<file path="src/rtl/instruction_fetch_unit.sv">
// Fetch requester: issues one-word reads at fetch_pc and buffers the returned words in a prefetch FIFO for decode.
// Latency: request to if_valid is 2 edges (1-cycle memory plus FIFO write); redirect flushes everything at the edge.
// Backpressure: id_ready=0 fills the FIFO; issue stalls once buffered plus in-flight words reach BUF_DEPTH.
module instruction_fetch_unit #(
    parameter int                    ADDR_WIDTH = 32,
    parameter logic [ADDR_WIDTH-1:0] RESET_PC   = '0,
    parameter int                    BUF_DEPTH  = 4
) (
    input  logic                  clk,
    input  logic                  rst_n,
    input  logic                  fetch_en,
    output logic [ADDR_WIDTH-1:0] mem_addr,
    output logic                  mem_rd_en,
    input  logic [31:0]           mem_instr,
    input  logic                  mem_ready,
    input  logic                  redirect_valid,
    input  logic [ADDR_WIDTH-1:0] redirect_pc,
    output logic                  if_valid,
    output logic [31:0]           if_instr,
    output logic [ADDR_WIDTH-1:0] if_pc,
    input  logic                  id_ready
);

    localparam int PTR_W = $clog2(BUF_DEPTH);
    localparam int CNT_W = PTR_W + 1;
    localparam logic [CNT_W:0] DEPTH_L = (CNT_W + 1)'(BUF_DEPTH);

    typedef enum logic {
        IDLE = 1'b0,
        RUN  = 1'b1
    } state_t;

    state_t                state;
    state_t                state_nxt;

    logic [ADDR_WIDTH-1:0] fetch_pc;
    logic [ADDR_WIDTH-1:0] inflight_pc;
    logic                  inflight;
    logic                  drop;

    logic [CNT_W-1:0]      count;
    logic [PTR_W-1:0]      rd_ptr;
    logic [PTR_W-1:0]      wr_ptr;
    logic [31:0]           buf_instr [BUF_DEPTH];
    logic [ADDR_WIDTH-1:0] buf_pc    [BUF_DEPTH];

    logic [CNT_W:0]        occupancy;
    logic                  credit_ok;
    logic                  push;
    logic                  pop;

    // In-flight word already owns a FIFO slot, so it counts against the credit.
    assign occupancy = {1'b0, count} + {{CNT_W{1'b0}}, inflight};
    assign credit_ok = (occupancy < DEPTH_L);

    always_comb begin
        state_nxt = state;
        mem_rd_en = 1'b0;
        case (state)
            IDLE: begin
                if (fetch_en) begin
                    state_nxt = RUN;
                end
            end
            RUN: begin
                mem_rd_en = fetch_en & ~redirect_valid & credit_ok;
                if (!fetch_en) begin
                    state_nxt = IDLE;
                end
            end
            default: begin
                state_nxt = IDLE;
            end
        endcase
    end

    assign mem_addr = fetch_pc;

    assign if_valid = (count != '0);
    assign if_instr = if_valid ? buf_instr[rd_ptr] : 32'h0;
    assign if_pc    = if_valid ? buf_pc[rd_ptr]    : '0;

    assign push = mem_ready & inflight & ~drop & ~redirect_valid;
    assign pop  = if_valid & id_ready & ~redirect_valid;

    always_ff @(posedge clk or negedge rst_n) begin
        if (!rst_n) begin
            state       <= IDLE;
            fetch_pc    <= RESET_PC;
            inflight    <= 1'b0;
            inflight_pc <= '0;
            drop        <= 1'b0;
        end else begin
            state    <= state_nxt;
            inflight <= mem_rd_en;
            drop     <= redirect_valid & inflight;
            if (redirect_valid) begin
                fetch_pc <= redirect_pc;
            end else if (mem_rd_en) begin
                fetch_pc    <= fetch_pc + ADDR_WIDTH'(1);
                inflight_pc <= fetch_pc;
            end
        end
    end

    always_ff @(posedge clk or negedge rst_n) begin
        if (!rst_n) begin
            count  <= '0;
            rd_ptr <= '0;
            wr_ptr <= '0;
        end else if (redirect_valid) begin
            count  <= '0;
            rd_ptr <= '0;
            wr_ptr <= '0;
        end else begin
            count <= count + CNT_W'(push) - CNT_W'(pop);
            if (push) begin
                wr_ptr <= wr_ptr + PTR_W'(1);
            end
            if (pop) begin
                rd_ptr <= rd_ptr + PTR_W'(1);
            end
        end
    end

    // Storage needs no reset: the head outputs are masked while the FIFO is empty.
    always_ff @(posedge clk) begin
        if (push) begin
            buf_instr[wr_ptr] <= mem_instr;
            buf_pc[wr_ptr]    <= inflight_pc;
        end
    end

endmodule

</file>
<file path="config.mk">
export PLATFORM = sky130hd
export DESIGN_NAME = instruction_fetch_unit
export DESIGN_NICKNAME = d
export VERILOG_FILES = /design/src/rtl/instruction_fetch_unit.sv
export SDC_FILE = /design/constraint.sdc
export NUM_CORES = 1
export LEC_CHECK = 0
export ABC_AREA = 1
export BUFFER_PORTS_ARGS = -buffer_cell sky130_fd_sc_hd__buf_2
export CAP_MARGIN = 10
export CORE_MARGIN = 5
export CORE_UTILIZATION = 34
export CTS_CLUSTER_DIAMETER = 30
export DETAILED_ROUTE_END_ITERATION = 10
export HOLD_SLACK_MARGIN = 0.15
export PLACE_DENSITY_LB_ADDON = 0.05
export SLEW_MARGIN = 25
export SYNTH_ARGS = -nofsm -noshare
export SYNTH_HDL_FRONTEND = slang
export SYNTH_SLANG_ARGS = --single-unit
</file>
<file path="constraint.sdc">
create_clock -name clk -period 5.2 [get_ports clk]
set_input_delay 1.04 -clock clk [delete_from_list [all_inputs] [get_ports clk]]
set_output_delay 1.04 -clock clk [all_outputs]
set_load 0.005 [all_outputs]
</file>
Yosys cells after proc, flatten, opt, wreduce, memory -nomap -nowiden
Memories as Yosys holds them, arrays and structs flattened.
Index checks and enable logic that the tools add are counted.
{ "word_totals": {"register_bits": 74, "ram_bits": 256, "inputBits": 70, "elab_cells": 45, "mem_count": 2} }
{ "memory_table": {"columns": ["name", "depth", "word_bits", "read_ports", "rd_ports_with_merged_regs", "write_ports", "line", "source"], "rows": [
  ["buf_instr", 4, 32, 1, 0, 1, "44", "logic [31:0] buf_instr [BUF_DEPTH];"],
  ["buf_pc", 4, 32, 1, 0, 1, "45", "logic [ADDR_WIDTH-1:0] buf_pc [BUF_DEPTH];"]
]} }
{ "classes": {"n_addsub": 6, "order_cmp": 1, "n_mux": 13, "bitwise_logic": 10, "reduce_logical": 5} }
{ "op_table": {"columns": ["op", "count"], "rows": [
  ["2-to-1 mux 32 bit", 4],
  ["adder 32 x 1 -> 32 bit, second input constant", 1],
  ["AND 1 bit", 8],
  ["2-to-1 mux 2 bit", 4],
  ["nonzero test 2 bit", 3],
  ["adder 2 x 1 -> 2 bit, second input constant", 2],
  ["adder 3 x 1 -> 4 bit", 1],
  ["less-than comparator 4 x 3 -> 1 bit, second input constant", 1],
  ["2-to-1 mux 1 bit", 4],
  ["adder 3 x 1 -> 3 bit", 1],
  ["2-to-1 mux 3 bit", 1],
  ["nonzero test 3 bit", 1],
  ["subtractor 3 x 1 -> 3 bit", 1],
  ["inverter 1 bit", 2],
  ["AND reduction 2 bit", 1]
]} }

Logic depth before layout (Yosys ltp)
Gate-level depths: netlist of the first run.
{ "depth": {"depth_word": 6, "depth_mapped": 11} }

Worst setup path before layout of the first run
Ideal clock, no wire load.
{ "synth_path": {"path_type": "input port to flip-flop", "start": "in redirect_valid", "end": "mem buf_instr[0][0], enable pin", "arrival_time_ns": 4.067, "t_required_ns": 4.714, "setup_slack_ns": 0.647, "cell_stages": 4, "n_path_buf": 1, "cell_sequence": "inv_2 > buf_2 > nand2_1 > nor2_1"} }
{ "synth_via": {"elab_chain_len": 4} }
{ "synth_rtl": {"columns": ["element", "line", "source"], "rows": [
  ["start, declared", "16", "input logic redirect_valid,"],
  ["inverter 1 bit (no source line)", null, null],
  ["AND 1 bit", "83", "assign push = mem_ready & inflight & ~drop & ~redirect_valid;"],
  ["2-to-1 mux 1 bit", "128", "if (push) begin"],
  ["2-to-1 mux 1 bit (not written as such)", "129", "buf_instr[wr_ptr] <= mem_instr;"],
  ["end, declared", "44", null]
]} }
No other way between the ends.

Final worst setup path of the first run
{ "layout_path": {"start": "reg rd_ptr[0]", "end": "out if_pc[24]"} }
{ "layout_via": {"elab_chain_len": 2} }
{ "layout_rtl": {"columns": ["element", "line", "source"], "rows": [
  ["start, declared", "42", "logic [PTR_W-1:0] rd_ptr;"],
  ["start signal, assigned", "121", "rd_ptr <= rd_ptr + PTR_W'(1);"],
  ["memory read (4 x 32 bit)", null, null],
  ["2-to-1 mux 32 bit", "81", "assign if_pc = if_valid ? buf_pc[rd_ptr] : '0;"],
  ["end, declared", "20", "output logic [ADDR_WIDTH-1:0] if_pc,"]
]} }
No other way between the ends.

==> metrics.txt, run 1 <==
IO buf count 167; Hold Path Class in2async; H-tree levels 3; Area after DPL 15,500 sq um; final setup skew 0.0208 ns; Top FF cell, synth edfxtp_1; fin area 18,600 sq um; die width 213 microns; Clock Tree Root clkbuf_16; Post-Syn Nets 1,428; CTS Hold Bufs 0; Mapped Avg Cell Area 10.4 sq um; top-area cell type share of the netlist area 54.8%; DR vias/cell 4.67; Total GRT Usage 17.0%; Crit. End Element output port; ANT nets after route 0; CTS-repair resized insts 0; Tcrit/Tclk final 75.5%; layout cells sized above 1 22.5%; Clock transition at path regs 0.04 ns; count leader, synth nor2_1; Lkg Pwr 7.63 nW; CTS tree yes; Reg power frac 32.4%; Net Switching 2.85 mW; r2r startpoint count[1]; Yosys warnings 0; Synth async-reset ratio 22.4%; CTS sink cnt 330; GP Congestion 0.821; die span in y 213 microns; gr ovfl total 0; Initial DRC Count 547; IO Count 168; Logic pwr share 14.3%; crit-path max cell delay 0.64 ns; CP max FO 75; Int Power 7.64 mW; FF-to-FF End count[2]; clock network power share 53.3%; TritonCTS buffer count 90; Cell Rows 74; die area 45,400 sq um; worst-path cell chain buf_16 > clkinv_2 > buf_4 > o21ai_0 > a21oi_1 > buf_2; Final setup viols 0; switch share 27.1%; post-synth top area cell edfxtp_1; Clock Path Buffers 3; r2r setup slk 2.82 ns; vias in the first global route 10,300; CP max stage cell dfrtp_4; VDD IR max 204 uV; status completed; Yosys reg bits 330; PD cells 563 nW/um^2; TNS Setup 0 ns; Slew @ Worst Pin 0.940 ns; Netlist cell types 27; Post-synth EDFFs 256; starting density of the core 34.3%; # nets final 1,643; largest net degree at the start of global routing 90; R2R cell count 11; startpoint types flop; CP arrival 2.89 ns; final hold vios 0; crit path capture if_pc[24]; first-pass GRT wire length 59,600 microns; final wirelength 38,600 microns; fmax 255 MHz; WL/cell 17.8 microns; fin. max-slew vios 0; largest cells by area after synthesis edfxtp_1 (55%), dfrtp_1 (13%), nor2_1 (8.1%); synth cell count leaders nor2_1 (304), edfxtp_1 (256), nand2_1 (223); worst path required time 4.16 ns; CORE AREA 40,800 sq um; 1st-pass router iterations 5; Vias 10,100; hpwl dp 22,600 microns; RSZ-0062 raised after global routing no; sequential area share after synthesis 68.0%; fillers 3,885; minimum clock period 3.93 ns; kind of critical path reg2out; DRC viols 0; Worst Setup SP rd_ptr[0]; worst relative slew slack 37.4%; initial antenna violation count 0; area grow syn2layout 32.8%; Max Cap Viol 0; Post-CTS Setup Repair Bufs 0; synthesized area 14,000 sq um; Util after Layout 45.6%; worst skew pair latency 0.58 ns; Post-Syn Instances 1,349
-- layer usage --
metal | up-vias | part of all wire (%) | GRT usage [%]
met4 | 0 | 2.4 | 6.47
met2 | 265 | 45 | 25.9
met3 | 64 | 5.3 | 3.73
met5 | - | 0 | 0
li1 | 5031 | - | -
met1 | 4779 | 47 | 23.8
-- layout by cell type, fill, tap and decap left out, types with 2 or more instances in the layout --
cell        instances
nor2_1            300
edfxtp_1          256
nand2_1           223
buf_2             166
o21ai_0           156
clkbuf_16          92
nand3_1            77
inv_1              72
dfrtp_1            72
a21oi_1            68
clkinv_2           21
buf_4              20
bufinv_16          14
o21ai_1            12
clkbuf_1           12
nor2_4             11
ha_1                8
inv_6               7
clkinv_1            7
nor2_2              5
clkbuf_8            5
clkinvlp_4          5
xor2_1              4
clkinv_4            3
inv_2               2
nand4_1             2
nand2_2             2
nand2_4             2
buf_12              2
-- worst max-delay path: cells and delay by family (launching register included) --
family / cells / cell delay, ns
buffers and inverters: 4 / 1.09
flip-flops: 1 / 0.64
AO/OA/AOI/OAI: 2 / 0.47
-- sequential cells by signal (all words and copies together), names as in the netlist, 2 cells and up --
| signal | flops |
|---|---|
| count | 3 |
| mem_addr | 32 |
| rd_ptr | 2 |
| inflight_pc | 32 |
| buf_instr | 128 |
| wr_ptr | 2 |
| buf_pc | 128 |
-- how the worst min path moves through the flow --
stage	to	from	slack [ns]	cells after the start
2_1_floorplan	buf_pc[0][10]	inflight_pc[10]	0.48	0
3_3_place_gp	buf_pc[2][17]	inflight_pc[17]	0.50	0
6_report	mem_addr[1]	rst_n	0.47	1
4_1_cts	buf_pc[1][29]	inflight_pc[29]	0.51	0
3_5_place_dp	buf_pc[2][29]	inflight_pc[29]	0.50	0
5_1_grt	buf_pc[0][22]	inflight_pc[22]	0.53	0
-- power groups by stage --
stage / clock (mW) / combinational [mW] / sequential, mW
finish: 5.59 / 1.50 / 3.40
CTS: 5.70 / 1.49 / 3.45
detailed placement: 0 / 1.48 / 3.49
floorplan: 0 / 0.858 / 3.31
global placement: 0 / 1.45 / 3.48
global route: 5.85 / 1.70 / 3.44
-- final cells by class --
cell class | count | area [sq um] | share of cell area (%)
Antenna cell | 1 | 2.50 | 0.0134
Clock buffer | 109 | 2420 | 13.0
Clock inverter | 58 | 708 | 3.80
Inverter | 76 | 289 | 1.55
Multi-Input combinational cell | 875 | 3930 | 21.1
Sequential cell | 330 | 9540 | 51.2
Tap cell | 532 | 666 | 3.57
Timing Repair Buffer | 191 | 1070 | 5.77
-- kinds of logic after synthesis --
family          synth area share (%)
compound gates                  8.42
xor+xnor                       0.250
fa+ha+maj                      0.856
buf+inv                         4.27
flops                           68.0
simple gates                    18.2
-- per-stage QoR --
stage	total power [mW]	worst slack, ns	hold slack (ns)	std cells
detailed placement	4.97	1.73	0.497	2003
CTS	10.6	1.12	0.508	2170
global route	11.0	1.07	0.529	2171
global placement	4.94	1.66	0.504	2002
floorplan	4.17	0.647	0.476	1349
finish	10.5	1.27	0.467	2172
(Power assumes the default switching activity.)
==> inputs of run 2 (changes only) <==
- clock period: 5.2 -> 3.8 ns (I/O delays scaled with it)
==> run 2 against run 1 <==
Total power grew 29%. Combinational power is 35% higher. Clock power up 22%. Critical path depth shrank 1. Global-route usage shrank 0.37 points. Via count decreased by 0.68%. Non-clock buffer count is 1 lower. Die area is the same. Highest routed layer unchanged.
==> metrics.txt, run 2 (synthesis gave the netlist of run 1 again) <==
status completed; worst slack, placed 1.13 ns; most frequent cells in the layout nor2_1 (300), edfxtp_1 (256), nand2_1 (223); Crit. End Element output port; GP Congestion 0.741; Clock Path Buffers 3; clock network power share 50.7%; IO Count 168; CTS Hold Bufs 0; starting density of the core 34.3%; Worst Setup SP rd_ptr[0]; CP Buf/Inv Count 3; Hold Path Class in2async; TNS Setup 0 ns; r2r setup slk 1.51 ns; CP max stage cell clkinv_2; Net Switching 3.71 mW; Final setup viols 0; r2r startpoint count[1]; die span in y 213 microns; minimum clock period 3.15 ns; Max Cap Viol 0; switch share 27.5%; CTS-repair resized insts 0; DRC viols 0; CP max FO 45; crit-path max cell delay 0.51 ns; initial antenna violation count 0; startpoint types flop; Reg power frac 34.2%; Lkg Pwr 7.49 nW; kind of critical path reg2out; Total GRT Usage 16.6%; worst path required time 3.04 ns; layout cells sized above 1 21.7%; Area after DPL 15,500 sq um; TritonCTS buffer count 84; CORE AREA 40,800 sq um; first-pass GRT wire length 58,400 microns; die width 213 microns; Cell Rows 74; ANT nets after route 0; fin area 18,300 sq um; FF-to-FF End count[2]; Tcrit/Tclk final 82.9%; Int Power 9.77 mW; area grow syn2layout 30.7%; IO buf count 167; Clock transition at path regs 0.04 ns; fillers 3,949; DR vias/cell 4.66; largest net degree at the start of global routing 85; fmax 317 MHz; final setup skew 0.0185 ns; Post-CTS Setup Repair Bufs 0; vias in the first global route 10,100; # nets final 1,636; area of the multi-input gates 3920 sq um; VDD IR max 427 uV; worst-path cell chain clkinv_2 > buf_12 > o21ai_0 > a21oi_1 > buf_2; R2R cell count 11; Logic pwr share 15.0%; RSZ-0062 raised after global routing no; Largest regs buf_instr x128, buf_pc x128; CTS tree yes; gr ovfl total 0; worst relative slew slack 37.0%; Initial DRC Count 435; kind of cell adding the most delay to the critical path buffers and inverters; most common cell after layout, fill and taps aside nor2_1; worst skew pair latency 0.58 ns; H-tree levels 3; post-layout worst setup margin 0.650 ns; FF+latch area 9540 sq um; WL/cell 17.4 microns; fin. max-slew vios 0; hpwl dp 22,500 microns; Clock Tree Root clkbuf_16; CTS sink cnt 330; final hold vios 0; Vias 10,100; PD cells 736 nW/um^2; CP arrival 2.39 ns; final wirelength 37,600 microns; die area 45,400 sq um; 1st-pass router iterations 5; Slew @ Worst Pin 0.945 ns
-- run 2: area by class of cell --
cell class	count	area share, %
flip-flops and latches	330	52.1
clock inverters	46	2.33
inverters	76	1.56
clock buffers	109	13.0
diodes	2	0.0273
well taps	532	3.63
multi-input cells	875	21.4
repair buffers	190	5.99
-- run 2: worst max path at each step --
stage,to,slack [ns],depth (start not counted)
after floorplan,buf_instr[0][0],-0.47,4
after global routing,if_pc[16],0.40,5
final,if_instr[10],0.65,5
after detailed placement,count[2],1.13,11
after global placement,count[2],1.10,11
after CTS,if_pc[11],0.53,6
-- run 2: power groups by stage --
stage | clock (mW) | sequential, mW | combinational, mW
floorplan | 0 | 4.53 | 1.17
global placement | 0 | 4.67 | 2.10
detailed placement | 0 | 4.67 | 2.11
CTS | 6.99 | 4.61 | 2.11
global route | 7.21 | 4.66 | 2.33
finish | 6.84 | 4.62 | 2.03
-- run 2: metal layers --
layer,global-route usage (%),vias up,part of all wire [%]
met1,23.1,4766,48
met5,0,-,0
met4,5.16,0,2.1
met2,26.0,227,46
met3,3.85,62,4.7
li1,-,5015,-
-- run 2: stage by stage --
step / power, mW / util [%] / cells / hold WS [ns]
finish: 13.5 / 44.9 / 2160 / 0.267
detailed placement: 6.78 / 38.0 / 2003 / 0.516
floorplan: 5.71 / - / 1349 / 0.464
global placement: 6.77 / 38.0 / 2003 / 0.509
global route: 14.2 / 44.9 / 2158 / 0.293
CTS: 13.7 / 44.9 / 2158 / 0.278
